### src/rtl/mul_5x3_accum_if.sv
// Beat/result bundle between the 5x3 multiplier, the frame accumulator and its consumer.
// slave: accumulator side; master: producer/consumer side.
interface mul_5x3_accum_if #(
  parameter int ACC_W = 12,
  parameter int CNT_W = 3
);
  logic signed [7:0]       s1;
  logic signed [7:0]       s2;
  logic                    in_valid;
  logic                    in_ready;
  logic signed [ACC_W-1:0] acc_out;
  logic                    out_valid;
  logic                    out_ready;
  logic [CNT_W-1:0]        sample_cnt;

  modport slave (
    input  s1, s2, in_valid, out_ready,
    output in_ready, acc_out, out_valid, sample_cnt
  );

  modport master (
    output s1, s2, in_valid, out_ready,
    input  in_ready, acc_out, out_valid, sample_cnt
  );
endinterface

### src/rtl/mul_5x3_accum.sv
// Frame accumulator: sums s1+s2 over N_SAMPLES beats, holds total on valid/ready.
// Ports: clk, rst_n (async low), clear (sync abort), bus (slave: beats in, frame out).
module mul_5x3_accum #(
  parameter int N_SAMPLES = 8,
  parameter int ACC_W     = 12,
  parameter int CNT_W     = 3
) (
  input  logic             clk,
  input  logic             rst_n,
  input  logic             clear,
  mul_5x3_accum_if.slave   bus
);

  typedef enum logic {
    ACCUM,
    HOLD
  } state_t;

  localparam logic [CNT_W-1:0] LAST = CNT_W'(N_SAMPLES - 1);

  state_t                  state_q, state_d;
  logic signed [ACC_W-1:0] acc_q, acc_d;
  logic signed [ACC_W-1:0] out_q, out_d;
  logic                    vld_q, vld_d;
  logic [CNT_W-1:0]        cnt_q, cnt_d;

  logic signed [8:0]       beat;
  logic signed [ACC_W-1:0] sum;
  logic                    take;

  // 9 bits hold any sum of two 8-bit signed products exactly.
  assign beat = {bus.s1[7], bus.s1} + {bus.s2[7], bus.s2};
  assign sum  = acc_q + {{(ACC_W-9){beat[8]}}, beat};

  assign bus.in_ready   = (state_q == ACCUM) && !clear;
  assign take           = bus.in_valid && bus.in_ready;
  assign bus.acc_out    = out_q;
  assign bus.out_valid  = vld_q;
  assign bus.sample_cnt = cnt_q;

  always_comb begin
    state_d = state_q;
    acc_d   = acc_q;
    out_d   = out_q;
    vld_d   = vld_q;
    cnt_d   = cnt_q;
    if (clear) begin
      // Abort drops any pending result but keeps acc_out.
      state_d = ACCUM;
      acc_d   = '0;
      cnt_d   = '0;
      vld_d   = 1'b0;
    end else begin
      unique case (state_q)
        ACCUM: begin
          if (take) begin
            if (cnt_q == LAST) begin
              out_d   = sum;
              vld_d   = 1'b1;
              acc_d   = '0;
              cnt_d   = '0;
              state_d = HOLD;
            end else begin
              acc_d = sum;
              cnt_d = cnt_q + CNT_W'(1);
            end
          end
        end
        HOLD: begin
          if (bus.out_ready) begin
            vld_d   = 1'b0;
            state_d = ACCUM;
          end
        end
      endcase
    end
  end

  always_ff @(posedge clk or negedge rst_n) begin
    if (!rst_n) begin
      state_q <= ACCUM;
      acc_q   <= '0;
      out_q   <= '0;
      vld_q   <= 1'b0;
      cnt_q   <= '0;
    end else begin
      state_q <= state_d;
      acc_q   <= acc_d;
      out_q   <= out_d;
      vld_q   <= vld_d;
      cnt_q   <= cnt_d;
    end
  end

endmodule
### src/flat_wrapper.sv
// flat-port wrapper written by rule: the top's interface ports become plain ports
module mul_5x3_accum_flat 
#(
  parameter int N_SAMPLES = 8,
  parameter int ACC_W     = 12,
  parameter int CNT_W     = 3
)
  (clk, rst_n, clear, bus_s1, bus_s2, bus_in_valid, bus_out_ready, bus_in_ready, bus_acc_out, bus_out_valid, bus_sample_cnt);
  mul_5x3_accum_if #(.ACC_W(ACC_W), .CNT_W(CNT_W)) bus_i ();
  input  logic clk;
  input  logic rst_n;
  input  logic clear;
  input wire logic [$bits(bus_i.s1)-1:0] bus_s1;
  input wire logic [$bits(bus_i.s2)-1:0] bus_s2;
  input wire logic [$bits(bus_i.in_valid)-1:0] bus_in_valid;
  input wire logic [$bits(bus_i.out_ready)-1:0] bus_out_ready;
  output wire logic [$bits(bus_i.in_ready)-1:0] bus_in_ready;
  output wire logic [$bits(bus_i.acc_out)-1:0] bus_acc_out;
  output wire logic [$bits(bus_i.out_valid)-1:0] bus_out_valid;
  output wire logic [$bits(bus_i.sample_cnt)-1:0] bus_sample_cnt;
  assign bus_i.s1 = bus_s1;
  assign bus_i.s2 = bus_s2;
  assign bus_i.in_valid = bus_in_valid;
  assign bus_i.out_ready = bus_out_ready;
  assign bus_in_ready = bus_i.in_ready;
  assign bus_acc_out = bus_i.acc_out;
  assign bus_out_valid = bus_i.out_valid;
  assign bus_sample_cnt = bus_i.sample_cnt;
  mul_5x3_accum #(.N_SAMPLES(N_SAMPLES), .ACC_W(ACC_W), .CNT_W(CNT_W)) u_core (.clk(clk), .rst_n(rst_n), .clear(clear), .bus(bus_i));
endmodule
### config.mk
export PLATFORM = sky130hd
export DESIGN_NAME = mul_5x3_accum_flat
export DESIGN_NICKNAME = d
export VERILOG_FILES = /design/src/rtl/mul_5x3_accum_if.sv /design/src/rtl/mul_5x3_accum.sv /design/src/flat_wrapper.sv
export SDC_FILE = /design/constraint.sdc
export NUM_CORES = 1
export LEC_CHECK = 0
export ABC_AREA = 0
export BUFFER_PORTS_ARGS = -buffer_cell sky130_fd_sc_hd__clkbuf_2
export CORE_AREA = 2 2 66 84
export DETAILED_ROUTE_END_ITERATION = 8
export DIE_AREA = 0 0 68 86
export PLACE_DENSITY_LB_ADDON = 0.25
export SLEW_MARGIN = 15
export SYNTH_ARGS = -nofsm -noshare
export SYNTH_HDL_FRONTEND = slang
export SYNTH_SLANG_ARGS = --single-unit
### constraint.sdc
create_clock -name clk -period 5.3 [get_ports clk]
set_clock_uncertainty 0.2 [all_clocks]
set_input_delay 1.325 -clock clk [delete_from_list [all_inputs] [get_ports clk]]
set_output_delay 1.325 -clock clk [all_outputs]
set_load 0.01 [all_outputs]
==> impl_metrics.py, run 1 <==
metrics = {
    "synthesis": {
        "seq_area_frac_synth": 0.367,
        "synth_edf_count": 0,
        "async_reset_ff_frac": 1.00,
        "netlist_top_cells_count": "dfrtp_1 (29), ha_1 (22), nand2_1 (15)",
        "synth-compound-area-share": 0.170,
        "avgSynthCellArea_um2": 10.2,
        "synthMuxAreaShare": 0.0614,
        "ys_seq_elements": 29,
        "yosys.area_share.adder": 0.160,
        "synth_area_leaders": "dfrtp_1 (37%), ha_1 (14%), mux2_2 (5.1%)",
        "synth_simple_gate_area_frac": 0.137,
        "synth_area_mm2": 0.00198,
        "synth_top_family_by_area": "compound AO/OA/AOI/OAI gates",
        "synth_ff_type": "dfrtp_1",
        "synthDistinctLibCells": 46,
        "yosysTopAreaCell": "dfrtp_1",
        "synth_top_area_frac": 0.367,
        "synth_most_common_cell": "dfrtp_1",
        "syn_nets": 238,
        "yosys_warnings": 0,
        "synthXorXnorAreaFrac": 0.0754,
        "postSynthCellCount": 193,
    },
    "clock_tree": {
        "clk_latency_ns": 0.29,
        "clockRootBuffer": "clkbuf_8",
        "cts-buffers-inserted": 5,
        "clockBufferDepth": 2,
        "htree_levels": 2,
        "clock-sinks": 29,
        "cts_tree": "yes",
        "clk_pin_slew_ns": 0.07,
        "cts_hold_buf": 0,
        "ctsResizeCount": 0,
        "post_cts_buffers": 0,
    },
    "final_layout": {
        "syn_to_final_growth_pct": 16.7,
        "finalNonFillerCells": 297,
        "utilization": 0.460,
        "fin_nets": 279,
        "drive_above_1_share": 0.260,
        "antenna_cells": 0,
    },
    "power": {
        "peakVddDrop_mv": 0.154,
        "p_per_area_mw_per_mm2": 332,
        "total_power_w": 0.000766,
        "leakage_nw": 1.23,
    },
    "sta": {
        "slew_violations": 0,
        "fin_crit_ns": 4.20,
        "fin_hold_ws_ns": 0.299,
        "timing.final.crit_share": 0.792,
        "setup_viol": 0,
        "hold_viol_final": 0,
        "rsz0062_at_grt": "no",
        "worst_slew_pin_slew_ns": 1.06,
        "maxSlewHeadroom": 0.290,
        "fmax_ghz": 0.238,
        "totalNegativeSetupSlack_ns": 0,
    },
    "worst_setup_path": {
        "start_kind": "input pin",
        "crit_path_end_kind": "flop",
        "reg2regPathDepth": 9,
        "rr_startpoint": "u_core.acc_q[0]",
        "path_max_fanout": 6,
        "critical_path_class": "in -> reg",
        "cp.arrival_ns": 4.20,
        "r2r_slack_ns": 2.93,
        "crit_required_ns": 5.30,
        "timing.rr.end": "u_core.bus.acc_out[6]",
    },
    "job": {
        "cap_violations": 0,
    },
    "hold_path": {
        "min-delay-start": "u_core.bus.acc_out[1]",
        "whs_path_depth": 2,
        "min_path_type": "reg -> reg",
        "min_to": "u_core.bus.acc_out[1]",
    },
    "route": {
        "avgViaCountPerCell": 5.18,
        "wl_per_cell_um": 13.7,
        "drc": 0,
        "detail_route.iter0.violations": 23,
        "antenna_left": 0,
        "vias": 1537,
        "wl_um": 4070,
        "dr.pass1.iters": 6,
    },
    "grt": {
        "grt_first_pass_wirelength_um": 6950,
        "grt_max_degree": 30,
        "grt_antenna_before_repair": 0,
        "grt_usage": 0.158,
        "grt_overflow": 0,
        "grt_pass1_vias": 1584,
    },
    "floorplanning": {
        "coreArea_mm2": 0.00501,
        "dieArea_mm2": 0.00585,
        "fp.dieH_um": 86,
        "ioPinCount": 38,
        "start_util": 0.395,
        "rows": 29,
        "die_w_um": 68,
    },
    "run_status": {
        "status": "finished, final reports clean",
    },
    "place": {
        "place.gp.congestion": 0.877,
        "dp.cells": 289,
        "hpwlAfterDp_um": 3070,
        "numPortBuffers": 37,
    },
}
-- cell families (layout without fill, tap and decap cells) --
family	after synthesis	after routing
AO/OA/AOI/OAI	48	48
flip-flops	29	29
buffers and inverters	12	54
AND/OR/NAND/NOR	54	54
adder cells (fa/ha/maj)	24	24
multiplexers	11	11
XOR/XNOR	15	15
-- per-layer routing --
layer	track usage	up-vias	share of wire
met4	0.0600	0	0.018
met2	0.265	35	0.49
li1	-	773	-
met5	0	-	0
met3	0.0381	7	0.055
met1	0.193	722	0.44
-- state kept, by name, summed over array words and instances, names as in the netlist --
signal	count
u_core.bus.acc_out	12
u_core.acc_q	12
u_core.bus.out_valid	1
u_core.state_q	1
u_core.bus.sample_cnt	3
-- power breakdown --
group          leakage, nW  switching (W)  internal, W
logic                0.792       0.000174     0.000149
clock network       0.0439      0.0000889    0.0000903
registers            0.396      0.0000178     0.000246
total                 1.23       0.000280     0.000486
-- metrics by stage --
| step | worst slack, ns | cell area, um2 |
|---|---|---|
| 2_1_floorplan | 1.20 | 1980 |
| 3_3_place_gp | 0.875 | 2220 |
| 3_5_place_dp | 0.790 | 2220 |
| 4_1_cts | 1.08 | 2300 |
| 5_1_grt | 0.810 | 2300 |
| 6_report | 1.10 | 2300 |
-- placed cells by master (no fill, tap or decap), types with 3 or more instances in the layout --
cell,instances
o21ai_0,7
nand2b_1,4
clkbuf_2,37
clkbuf_8,5
xor2_1,3
a21o_1,7
nand2_1,15
nor2_1,14
nor3_1,5
dfrtp_1,29
ha_1,22
xnor2_1,11
a31oi_1,3
a21oi_1,9
nor2b_1,3
inv_1,8
a22o_1,9
mux2_2,9
-- area by class of cell --
type	count	area [um2]
Fill cell	518	2700
Multi-Input combinational cell	152	1190
Tap cell	62	77.6
Timing Repair Buffer	38	193
Clock buffer	5	68.8
Clock inverter	3	17.5
Inverter	8	30.0
Sequential cell	29	726
-- how the worst max path moves through the flow --
| stage | startpoint | cells after the start | endpoint |
|---|---|---|---|
| final | bus_s2[0] | 15 | u_core.bus.acc_out[11] |
| after floorplan | bus_s2[0] | 14 | u_core.bus.acc_out[11] |
| after CTS | bus_s2[0] | 15 | u_core.bus.acc_out[11] |
| after global routing | bus_s2[1] | 13 | u_core.bus.acc_out[11] |
| after global placement | bus_s2[1] | 14 | u_core.bus.acc_out[11] |
| after detailed placement | bus_s2[0] | 15 | u_core.bus.acc_out[11] |
-- critical path: stages --
cell      delay (ns)
clkbuf_2        0.08
ha_1            0.15
inv_1           0.05
fa_1            0.38
nand2b_1        0.18
a21oi_1         0.21
nor2_1          0.09
xnor2_1         0.13
ha_1            0.38
a21o_1          0.16
nand3_1         0.11
a311oi_1        0.43
nor2_1          0.09
xnor3_4         0.32
o21ai_1         0.13
No activity file was read; power rests on OpenSTA's default activity.
==> run 2: changes to the inputs <==
- clock period: 5.3 -> 3.4 ns (I/O delays scaled with it)
==> impl_metrics.py, run 2 (synthesis results as in run 1) <==
metrics = {
    "worst_setup_path": {
        "start_kind": "input pin",
        "critical_path_class": "in -> reg",
        "crit_slowest_cell": "ha_1",
        "path_max_fanout": 4,
        "cp.arrival_ns": 3.25,
        "path_cells": "clkbuf_2, ha_4, a21o_1, a21oi_2, o21ai_2, o41ai_2, xnor2_1, ha_1, a21o_1, a21o_1, a21o_1, nor3_1, o31ai_2",
        "slowest_delay_ns": 0.30,
        "r2r_slack_ns": 1.05,
        "crit_required_ns": 3.34,
        "crit_path_end_kind": "flop",
        "critPathMostFrequentCell": "a21o_1",
    },
    "final_layout": {
        "final_cell_mix": "clkbuf_2 (36), buf_4 (36), dfrtp_1 (29)",
        "finalNonFillerCells": 332,
        "fillers": 450,
        "antenna_cells": 0,
        "fin_nets": 314,
        "drive_above_1_share": 0.441,
        "final_area_mm2": 0.00274,
        "syn_to_final_growth_pct": 38.6,
    },
    "power": {
        "p_per_area_mw_per_mm2": 519,
        "leakage_nw": 1.44,
        "peakVddDrop_mv": 0.296,
    },
    "sta": {
        "fin_crit_ns": 3.31,
        "fmax_ghz": 0.302,
        "slew_violations": 0,
        "hold_viol_final": 0,
        "maxSlewHeadroom": 0.524,
        "worst_slew_pin_slew_ns": 0.714,
        "timing.final.crit_share": 0.974,
        "setup_viol": 0,
        "fin_hold_ws_ns": 0.289,
        "rsz0062_at_grt": "yes",
    },
    "floorplanning": {
        "ioPinCount": 38,
        "rows": 29,
        "fp.dieH_um": 86,
        "start_util": 0.395,
        "dieArea_mm2": 0.00585,
        "die_w_um": 68,
        "coreArea_mm2": 0.00501,
    },
    "clock_tree": {
        "cts-buffers-inserted": 5,
        "clock-sinks": 29,
        "htree_levels": 2,
        "clockBufferDepth": 2,
        "clockRootBuffer": "clkbuf_8",
        "clk_latency_ns": 0.28,
        "cts_tree": "yes",
        "cts_hold_buf": 0,
        "clk_pin_slew_ns": 0.07,
    },
    "route": {
        "wl_um": 4350,
        "dr.pass1.iters": 4,
        "wl_met2_um": 2070,
        "wl_met1_um": 1990,
        "vias": 1709,
        "wl_per_cell_um": 13.1,
        "routed-wl-met3_um": 182,
        "maxUsedRoutingLayer": "met4",
        "detail_route.iter0.violations": 40,
        "antenna_left": 0,
        "drc": 0,
        "avgViaCountPerCell": 5.15,
    },
    "grt": {
        "grt_first_pass_wirelength_um": 7400,
        "grt_usage": 0.168,
        "grt_antenna_before_repair": 0,
        "grt_max_degree": 30,
        "grt_pass1_vias": 1723,
        "grt_overflow": 0,
    },
    "place": {
        "numPortBuffers": 37,
        "place.gp.congestion": 0.846,
        "hpwlAfterDp_um": 3330,
        "placed_cell_area_mm2": 0.00256,
        "dp.cells": 323,
    },
    "job": {
        "cap_violations": 0,
    },
    "hold_path": {
        "min_path_type": "reg -> reg",
    },
    "run_status": {
        "status": "finished, final reports clean",
    },
}
[run 2: cell count changes in the layout (fill, tap and decap cells not counted), sizes merged]
cell / before / now
clkinv: 2 / 1
buf: 1 / 37
clkinvlp: 1 / 0
clkbuf: 42 / 43
[run 2: path summary, 6_finish.rpt]
| check | from | cells after the start | endpoint |
|---|---|---|---|
| min | u_core.bus.acc_out[1] | 2 | u_core.bus.acc_out[1] |
| max reg2reg | u_core.acc_q[0] | 10 | u_core.bus.acc_out[6] |
| min reg2reg | u_core.bus.acc_out[1] | 2 | u_core.bus.acc_out[1] |
| min in group asynchronous | rst_n | 1 | u_core.bus.acc_out[2] |
| max | bus_s2[1] | 13 | u_core.bus.acc_out[10] |
| max in group asynchronous | rst_n | 1 | u_core.bus.acc_out[9] |
[run 2: what timing repair did]
item / CTS / global route
setup endpoints to repair: 0 / 6
buffers inserted: 0 / 1
gates resized for setup: 0 / 13
[run 2: stage by stage]
stage / setup slack, ns / utilization / setup TNS (ns) / power, W
after global routing: -0.0716 / 0.547 / -0.201 / 0.00153
after detailed placement: -0.285 / 0.511 / -2.05 / 0.00107
after global placement: -0.246 / 0.511 / -1.70 / 0.00107
final: 0.0900 / 0.547 / 0 / 0.00142
after CTS: 0.0110 / 0.531 / 0 / 0.00140
after floorplan: -0.0518 / - / -0.0518 / 0.000829
[run 2: final cells by class]
class / instances / area (um2) / share of cell area
multi-input combinational: 152 / 1340 / 0.489
sequential: 29 / 726 / 0.265
timing repair buffer: 73 / 462 / 0.169
clock buffer: 7 / 96.3 / 0.0352
tap: 62 / 77.6 / 0.0283
inverter: 8 / 32.5 / 0.0119
clock inverter: 1 / 5.00 / 0.00183
[run 2: metal layers]
metal / track usage / vias to the layer above
met5: 0 / -
met2: 0.274 / 36
met4: 0.0836 / 0
met1: 0.207 / 815
li1: - / 850
met3: 0.0341 / 8
[run 2: power breakdown]
group	total, W	internal, W	switching [W]
registers	0.000416	0.000384	0.0000326
logic	0.000688	0.000359	0.000328
clock network	0.000316	0.000183	0.000134
total	0.00142	0.000926	0.000495
[run 2: worst max-delay path, delay by kind of cell]
family	cells	cell delay, ns
AO/OA/AOI/OAI	8	1.34
AND/OR/NAND/NOR	1	0.28
XOR/XNOR	1	0.16
adder cells (fa/ha/maj)	2	0.53
buffers and inverters	1	0.11
